<file path="src/rtl/bool_tt_pkg.sv">
// Shared types and truth-table constants for the boolean function pipe.
package bool_tt_pkg;

    typedef logic [3:0] tt_t;

    // Truth table indexed by {a,b}: bit0=f(0,0) .. bit3=f(1,1)
    localparam tt_t TT_AND   = 4'b1000;
    localparam tt_t TT_OR    = 4'b1110;
    localparam tt_t TT_XOR   = 4'b0110;
    localparam tt_t TT_IMPL  = 4'b1011;
    localparam tt_t TT_NIMPL = 4'b0100;
    localparam tt_t TT_NAND  = 4'b0111;

    typedef enum logic {ST_IDLE, ST_ACC} state_t;

endpackage

</file>
<file path="src/rtl/bool_tt_pipe_if.sv">
// Valid/ready source and sink bundle plus configuration for bool_tt_pipe.
interface bool_tt_pipe_if #(
    parameter int unsigned WIDTH = 8,
    parameter int unsigned CNT_W = 8
);
    logic                   in_valid;
    logic                   in_ready;
    logic [WIDTH-1:0]       in_a;
    logic [WIDTH-1:0]       in_b;
    logic                   in_last;
    bool_tt_pkg::tt_t       cfg_tt;
    logic                   cfg_fold;
    logic                   out_valid;
    logic                   out_ready;
    logic [WIDTH-1:0]       out_data;
    logic [CNT_W-1:0]       out_beats;
    logic                   out_sat;

    modport master (
        output in_valid, in_a, in_b, in_last, cfg_tt, cfg_fold, out_ready,
        input  in_ready, out_valid, out_data, out_beats, out_sat
    );

    modport slave (
        input  in_valid, in_a, in_b, in_last, cfg_tt, cfg_fold, out_ready,
        output in_ready, out_valid, out_data, out_beats, out_sat
    );
endinterface

</file>
<file path="src/rtl/bool_tt_lane.sv">
// Bitwise truth-table lookup: res[i] = tt[{x[i],y[i]}], purely combinational.
module bool_tt_lane
    import bool_tt_pkg::*;
#(
    parameter int unsigned WIDTH = 8
) (
    input  tt_t              tt_i,
    input  logic [WIDTH-1:0] x_i,
    input  logic [WIDTH-1:0] y_i,
    output logic [WIDTH-1:0] res_o
);

    always_comb begin
        res_o = '0;
        for (int unsigned i = 0; i < WIDTH; i++) begin
            res_o[i] = tt_i[{x_i[i], y_i[i]}];
        end
    end

endmodule

</file>
<file path="src/rtl/bool_tt_pipe.sv">
// Registered two-operand truth-table unit: per-beat MAP or packet FOLD (acc = f(acc,a)).
module bool_tt_pipe
    import bool_tt_pkg::*;
#(
    parameter int unsigned WIDTH     = 8,
    parameter int unsigned MAX_BEATS = 255
) (
    input  logic           clk,
    input  logic           rst_n,
    bool_tt_pipe_if.slave  bus
);

    localparam int unsigned     CNT_W   = $clog2(MAX_BEATS + 1);
    localparam logic [CNT_W-1:0] CNT_MAX = CNT_W'(MAX_BEATS);
    localparam logic [CNT_W-1:0] CNT_ONE = CNT_W'(1);

    state_t           state_q,     state_d;
    logic [WIDTH-1:0] acc_q,       acc_d;
    logic [CNT_W-1:0] cnt_q,       cnt_d;
    logic             sat_q,       sat_d;
    tt_t              tt_q,        tt_d;
    logic             out_valid_q, out_valid_d;
    logic [WIDTH-1:0] out_data_q,  out_data_d;
    logic [CNT_W-1:0] out_beats_q, out_beats_d;
    logic             out_sat_q,   out_sat_d;

    logic             in_ready_c;
    logic             accept_c;
    logic             cnt_full_c;
    logic [CNT_W-1:0] cnt_inc_c;
    tt_t              lane_tt_c;
    logic [WIDTH-1:0] lane_x_c;
    logic [WIDTH-1:0] lane_y_c;
    logic [WIDTH-1:0] lane_res_c;

    assign in_ready_c = !out_valid_q || bus.out_ready;
    assign accept_c   = bus.in_valid && in_ready_c;
    assign cnt_full_c = (cnt_q == CNT_MAX);
    assign cnt_inc_c  = cnt_full_c ? cnt_q : cnt_q + CNT_ONE;

    // Lane operands: live cfg with (a,b) for MAP, latched table with (acc,a) mid-packet
    always_comb begin
        lane_tt_c = bus.cfg_tt;
        lane_x_c  = bus.in_a;
        lane_y_c  = bus.in_b;
        if (state_q == ST_ACC) begin
            lane_tt_c = tt_q;
            lane_x_c  = acc_q;
            lane_y_c  = bus.in_a;
        end
    end

    bool_tt_lane #(.WIDTH(WIDTH)) u_lane (
        .tt_i  (lane_tt_c),
        .x_i   (lane_x_c),
        .y_i   (lane_y_c),
        .res_o (lane_res_c)
    );

    // Next-state, accumulator and output-register load logic
    always_comb begin
        state_d     = state_q;
        acc_d       = acc_q;
        cnt_d       = cnt_q;
        sat_d       = sat_q;
        tt_d        = tt_q;
        out_valid_d = out_valid_q && !bus.out_ready;
        out_data_d  = out_data_q;
        out_beats_d = out_beats_q;
        out_sat_d   = out_sat_q;

        if (accept_c) begin
            case (state_q)
                ST_IDLE: begin
                    if (bus.cfg_fold) begin
                        tt_d  = bus.cfg_tt;
                        acc_d = bus.in_a;
                        cnt_d = CNT_ONE;
                        sat_d = 1'b0;
                        if (bus.in_last) begin
                            out_valid_d = 1'b1;
                            out_data_d  = bus.in_a;
                            out_beats_d = CNT_ONE;
                            out_sat_d   = 1'b0;
                        end else begin
                            state_d = ST_ACC;
                        end
                    end else begin
                        out_valid_d = 1'b1;
                        out_data_d  = lane_res_c;
                        out_beats_d = CNT_ONE;
                        out_sat_d   = 1'b0;
                    end
                end
                ST_ACC: begin
                    acc_d = lane_res_c;
                    cnt_d = cnt_inc_c;
                    sat_d = sat_q || cnt_full_c;
                    if (bus.in_last) begin
                        out_valid_d = 1'b1;
                        out_data_d  = lane_res_c;
                        out_beats_d = cnt_inc_c;
                        out_sat_d   = sat_q || cnt_full_c;
                        state_d     = ST_IDLE;
                    end
                end
                default: state_d = ST_IDLE;
            endcase
        end
    end

    always_ff @(posedge clk or negedge rst_n) begin
        if (!rst_n) begin
            state_q     <= ST_IDLE;
            acc_q       <= '0;
            cnt_q       <= '0;
            sat_q       <= 1'b0;
            tt_q        <= '0;
            out_valid_q <= 1'b0;
            out_data_q  <= '0;
            out_beats_q <= '0;
            out_sat_q   <= 1'b0;
        end else begin
            state_q     <= state_d;
            acc_q       <= acc_d;
            cnt_q       <= cnt_d;
            sat_q       <= sat_d;
            tt_q        <= tt_d;
            out_valid_q <= out_valid_d;
            out_data_q  <= out_data_d;
            out_beats_q <= out_beats_d;
            out_sat_q   <= out_sat_d;
        end
    end

    assign bus.in_ready  = in_ready_c;
    assign bus.out_valid = out_valid_q;
    assign bus.out_data  = out_data_q;
    assign bus.out_beats = out_beats_q;
    assign bus.out_sat   = out_sat_q;

endmodule
</file>
<file path="src/flat_wrapper.sv">
// flat-port wrapper written by rule: the top's interface ports become plain ports
module bool_tt_pipe_flat import bool_tt_pkg::*;
#(
    parameter int unsigned WIDTH     = 8,
    parameter int unsigned MAX_BEATS = 255
)
  (clk, rst_n, bus_in_valid, bus_in_a, bus_in_b, bus_in_last, bus_cfg_tt, bus_cfg_fold, bus_out_ready, bus_in_ready, bus_out_valid, bus_out_data, bus_out_beats, bus_out_sat);
  bool_tt_pipe_if #(.WIDTH(WIDTH)) bus_i ();
  input  logic clk;
  input  logic rst_n;
  input wire logic [$bits(bus_i.in_valid)-1:0] bus_in_valid;
  input wire logic [$bits(bus_i.in_a)-1:0] bus_in_a;
  input wire logic [$bits(bus_i.in_b)-1:0] bus_in_b;
  input wire logic [$bits(bus_i.in_last)-1:0] bus_in_last;
  input wire logic [$bits(bus_i.cfg_tt)-1:0] bus_cfg_tt;
  input wire logic [$bits(bus_i.cfg_fold)-1:0] bus_cfg_fold;
  input wire logic [$bits(bus_i.out_ready)-1:0] bus_out_ready;
  output wire logic [$bits(bus_i.in_ready)-1:0] bus_in_ready;
  output wire logic [$bits(bus_i.out_valid)-1:0] bus_out_valid;
  output wire logic [$bits(bus_i.out_data)-1:0] bus_out_data;
  output wire logic [$bits(bus_i.out_beats)-1:0] bus_out_beats;
  output wire logic [$bits(bus_i.out_sat)-1:0] bus_out_sat;
  assign bus_i.in_valid = bus_in_valid;
  assign bus_i.in_a = bus_in_a;
  assign bus_i.in_b = bus_in_b;
  assign bus_i.in_last = bus_in_last;
  assign bus_i.cfg_tt = bus_cfg_tt;
  assign bus_i.cfg_fold = bus_cfg_fold;
  assign bus_i.out_ready = bus_out_ready;
  assign bus_in_ready = bus_i.in_ready;
  assign bus_out_valid = bus_i.out_valid;
  assign bus_out_data = bus_i.out_data;
  assign bus_out_beats = bus_i.out_beats;
  assign bus_out_sat = bus_i.out_sat;
  bool_tt_pipe #(.WIDTH(WIDTH), .MAX_BEATS(MAX_BEATS)) u_core (.clk(clk), .rst_n(rst_n), .bus(bus_i));
endmodule
</file>
<file path="config.mk">
export PLATFORM = sky130hd
export DESIGN_NAME = bool_tt_pipe_flat
export DESIGN_NICKNAME = d
export VERILOG_FILES = /design/src/rtl/bool_tt_pkg.sv /design/src/rtl/bool_tt_pipe_if.sv /design/src/rtl/bool_tt_lane.sv /design/src/rtl/bool_tt_pipe.sv /design/src/flat_wrapper.sv
export SDC_FILE = /design/constraint.sdc
export NUM_CORES = 1
export LEC_CHECK = 0
export CAP_MARGIN = 20
export CORE_MARGIN = 2
export CORE_UTILIZATION = 47
export DETAILED_ROUTE_END_ITERATION = 8
export MAX_ROUTING_LAYER = met4
export PLACE_DENSITY = 0.88
export SYNTH_ARGS = -nofsm -noshare
export SYNTH_HDL_FRONTEND = slang
export SYNTH_SLANG_ARGS = --single-unit
</file>
<file path="constraint.sdc">
create_clock -name clk -period 1.6 [get_ports clk]
set_input_delay 0.16 -clock clk [delete_from_list [all_inputs] [get_ports clk]]
set_output_delay 0.16 -clock clk [all_outputs]
set_load 0.1 [all_outputs]
</file>
==> summary.txt <==
Timing
  • Setup TNS: 0 ns
  • Slew HR: 0.7130
  • Clk_skew: 0.01061 ns
  • FMAX: roughly 640 MHz
  • Hold Slack: ~0.36 ns
  • Slew Limit Fails: 0
  • Hold Violations, Final: 0
  • Tcrit/Tclk final: 0.9782
  • Worst slew pin tran: around 0.42 ns
  • RSZ-0062 raised after global routing: yes
  • Final min period: 1.565 ns
  • Setup-failing EPs final: 0

Setup path
  • Startpoint types: flop
  • Arr. time, crit path: between 1.5 and 2 ns
  • Critical Path Sink Type: flop
  • Most frequent CP cell: mux2i_1
  • CP Class: flop to flop
  • Slowest CP cell: dfrtp_2
  • CP Cell Sequence: buf_12, mux2i_4, mux2i_1, mux2i_1, o21ai_1
  • Critical Path Fanout Max: 31
  • Crit path buffers/inverters: 1
  • CP max stage delay: between 0.4 and 0.5 ns
  • Critical path's top delay family: multiplexers
  • Req. time, crit path: between 1.5 and 2 ns

Synth
  • Mapped Cells: between 200 and 250
  • #FFs+latches synth: 40
  • Post-synth cell types: 42
  • Area fraction of the dominant cell type after synthesis: 0.4092
  • Post-synth net total: 272
  • Area leader, netlist: dfrtp_1
  • Synth Warn #: 0
  • EDFF count, synth: 0
  • Mapped cell area: 2446 um^2
  • Async S/R FF share, synth: 1.000
  • Syn Area/Cell: 9.984 um^2
  • Sequential share of the synthesized area: 0.4092
  • Prevailing post-synth register cell: dfrtp_1
  • Synth area leaders: dfrtp_1 41%, mux2i_1 14%, mux2i_2 5.6%

Place
  • Detailed Place HPWL: around 4600 um
  • DP Cell Count: 373
  • Buffers on Ports: 44
  • Placer Congestion: a little under 0.9

Floorplan
  • Die height: ~76 um
  • Starting Density: 0.4820
  • Die area: around 5800 um^2
  • Core area: around 5100 um^2
  • I/O Pins: 45
  • Die X-Extent: about 76 um
  • Row cnt: 26

Finish
  • Final nets: between 300 and 400
  • ANT cells: 0
  • Commonest non-fill, non-tap cell in the layout: dfrtp_1
  • Final core occ: 0.6738
  • Non-Filler Instances: roughly 380
  • Share of layout cells above drive strength 1: 0.2564
  • Area Overhead vs Synth: 39.80%
  • Most frequent cells in the layout: 38 x dfrtp_1, 33 x mux2i_1, 24 x clkdlybuf4s50_1, 24 x buf_4

Power and ir drop
  • Combinational power share: 0.578
  • LEAKAGE: between 1 and 1.5 nW
  • Total power density per cell area: around 1700 nW/um^2
  • Switching power: between 2 and 3 mW
  • Sequential share of power: 0.295
  • Int Power: around 3.1 mW
  • Worst vdd ir: between 1 and 1.5 mV
  • Switching Fraction: 0.4673
  • Power, Total: ~5.8 mW
  • Clock power frac: 0.127

Routing
  • Detailed Routing Iterations Pass 1: 6
  • DRC: 0
  • Via count: 2230
  • Wirelength per Cell: ~16 um
  • Iter 0 DRT Violations: 248
  • Antenna-violating nets left: 0
  • Final wirelength: roughly 6300 um
  • Via/cell ratio: between 5 and 6

GRT
  • Antenna violations before repair: 0
  • Largest net degree at the start of global routing: 32
  • GR Overflow Total: 0
  • First-pass GRT wire length: a little over 10000 um
  • Total track usage: 0.2289
  • Vias in the first global route: 2211

Clock network
  • Clock Root Buffer: clkbuf_8
  • Clk sinks: 40
  • Clock Path Buffers: 2
  • CTS tree: built
  • # H-tree levels: 2
  • Clk slew on worst S/H paths: around 0.080 ns
  • Clock Latency Late Sink: 0.30 ns
  • CTS Buf Count: 5

Status
  • Status: finished clean

Job
  • Max_cap viols: 0

Worst hold path
  • Hold Path Class: input port to async pin
power groups by stage:
stage / Combinational, mW / Clock, mW / Sequential (mW)
finish: 3.37 / 0.742 / 1.72
CTS: 3.34 / 0.747 / 1.71
detailed placement: 3.32 / 0 / 1.73
global placement: 3.25 / 0 / 1.71
floorplan: 1.15 / 0 / 2.68
global route: 3.53 / 0.794 / 1.76
through the flow:
step                instance area, um^2  setup WS, ns
floorplan                          2474     -0.005180
global placement                   3281      -0.06398
detailed placement                 3281      -0.07036
CTS                                3391       0.01336
global route                       3420      -0.06996
finish                             3420       0.03494
Yosys cell counts, types with 3 or more instances:
master / number
nor2b_1: 9
nand2_1: 21
a21oi_1: 18
nor2_1: 4
buf_2: 3
and3_1: 3
o21ai_1: 17
inv_1: 11
clkbuf_1: 3
mux2i_2: 10
mux2_2: 4
o21ai_0: 14
dfrtp_1: 40
buf_4: 4
nand3_1: 4
a31oi_1: 17
mux2i_1: 34
metal layers:
layer,up-vias,global-route usage,part of all wire
li1,1036,-,-
met1,1064,0.2800,0.42
met2,107,0.3652,0.49
met3,23,0.05095,0.068
met4,0,0.1036,0.028
met5,-,-,0
final timing paths:
kind	start	to	slack, ns	cells after the start
max in group asynchronous	rst_n	u_core.state_q	0.97	3
worst min register to register	u_core.acc_q[3]	u_core.acc_q[3]	0.51	2
min in group clk	u_core.acc_q[3]	u_core.acc_q[3]	0.51	2
worst min-delay path	rst_n	u_core.bus.out_data[4]	0.36	3
worst max register to register	u_core.state_q	u_core.bus.out_data[4]	0.03	5
worst max-delay path	u_core.state_q	u_core.bus.out_data[4]	0.03	5
sequential cells by signal (all words and copies together), names as in the netlist:
register / flops
u_core.bus.out_valid: 1
u_core.bus.out_data: 8
u_core.acc_q: 8
u_core.tt_q: 4
u_core.bus.out_beats: 8
u_core.bus.out_sat: 1
u_core.state_q: 1
u_core.sat_q: 1
u_core.cnt_q: 8
worst min-delay path, stage by stage:
cell and delay, ns:
dlygate4sd3_1 0.52, buf_2 0.11, buf_4 0.25
kinds of logic after synthesis:
logic type,share of synthesized area
buffers and inverters,0.06547
AO/OA/AOI/OAI,0.1928
flip-flops,0.4092
AND/OR/NAND/NOR,0.1008
XOR/XNOR,0.003581
adder cells (fa/ha/maj),0.005114
multiplexers,0.2230
layout make-up:
class	count	area [um^2]
inverter	11	41.29
tap	70	87.58
clock buffer	8	100.1
timing repair buffer	73	878.3
multi-input combinational	180	1306
sequential	40	1006
fill	369	1655
repair_timing:
| item | in CTS | in global routing |
|---|---|---|
| gates resized for setup | 0 | 8 |
| endpoints found under the hold margin | 40 | 0 |
| buffers inserted | 0 | 0 |
| endpoints found under the setup margin | 0 | 28 |
| hold buffers | 1 | 0 |
No activity file was read; power rests on OpenSTA's default activity.
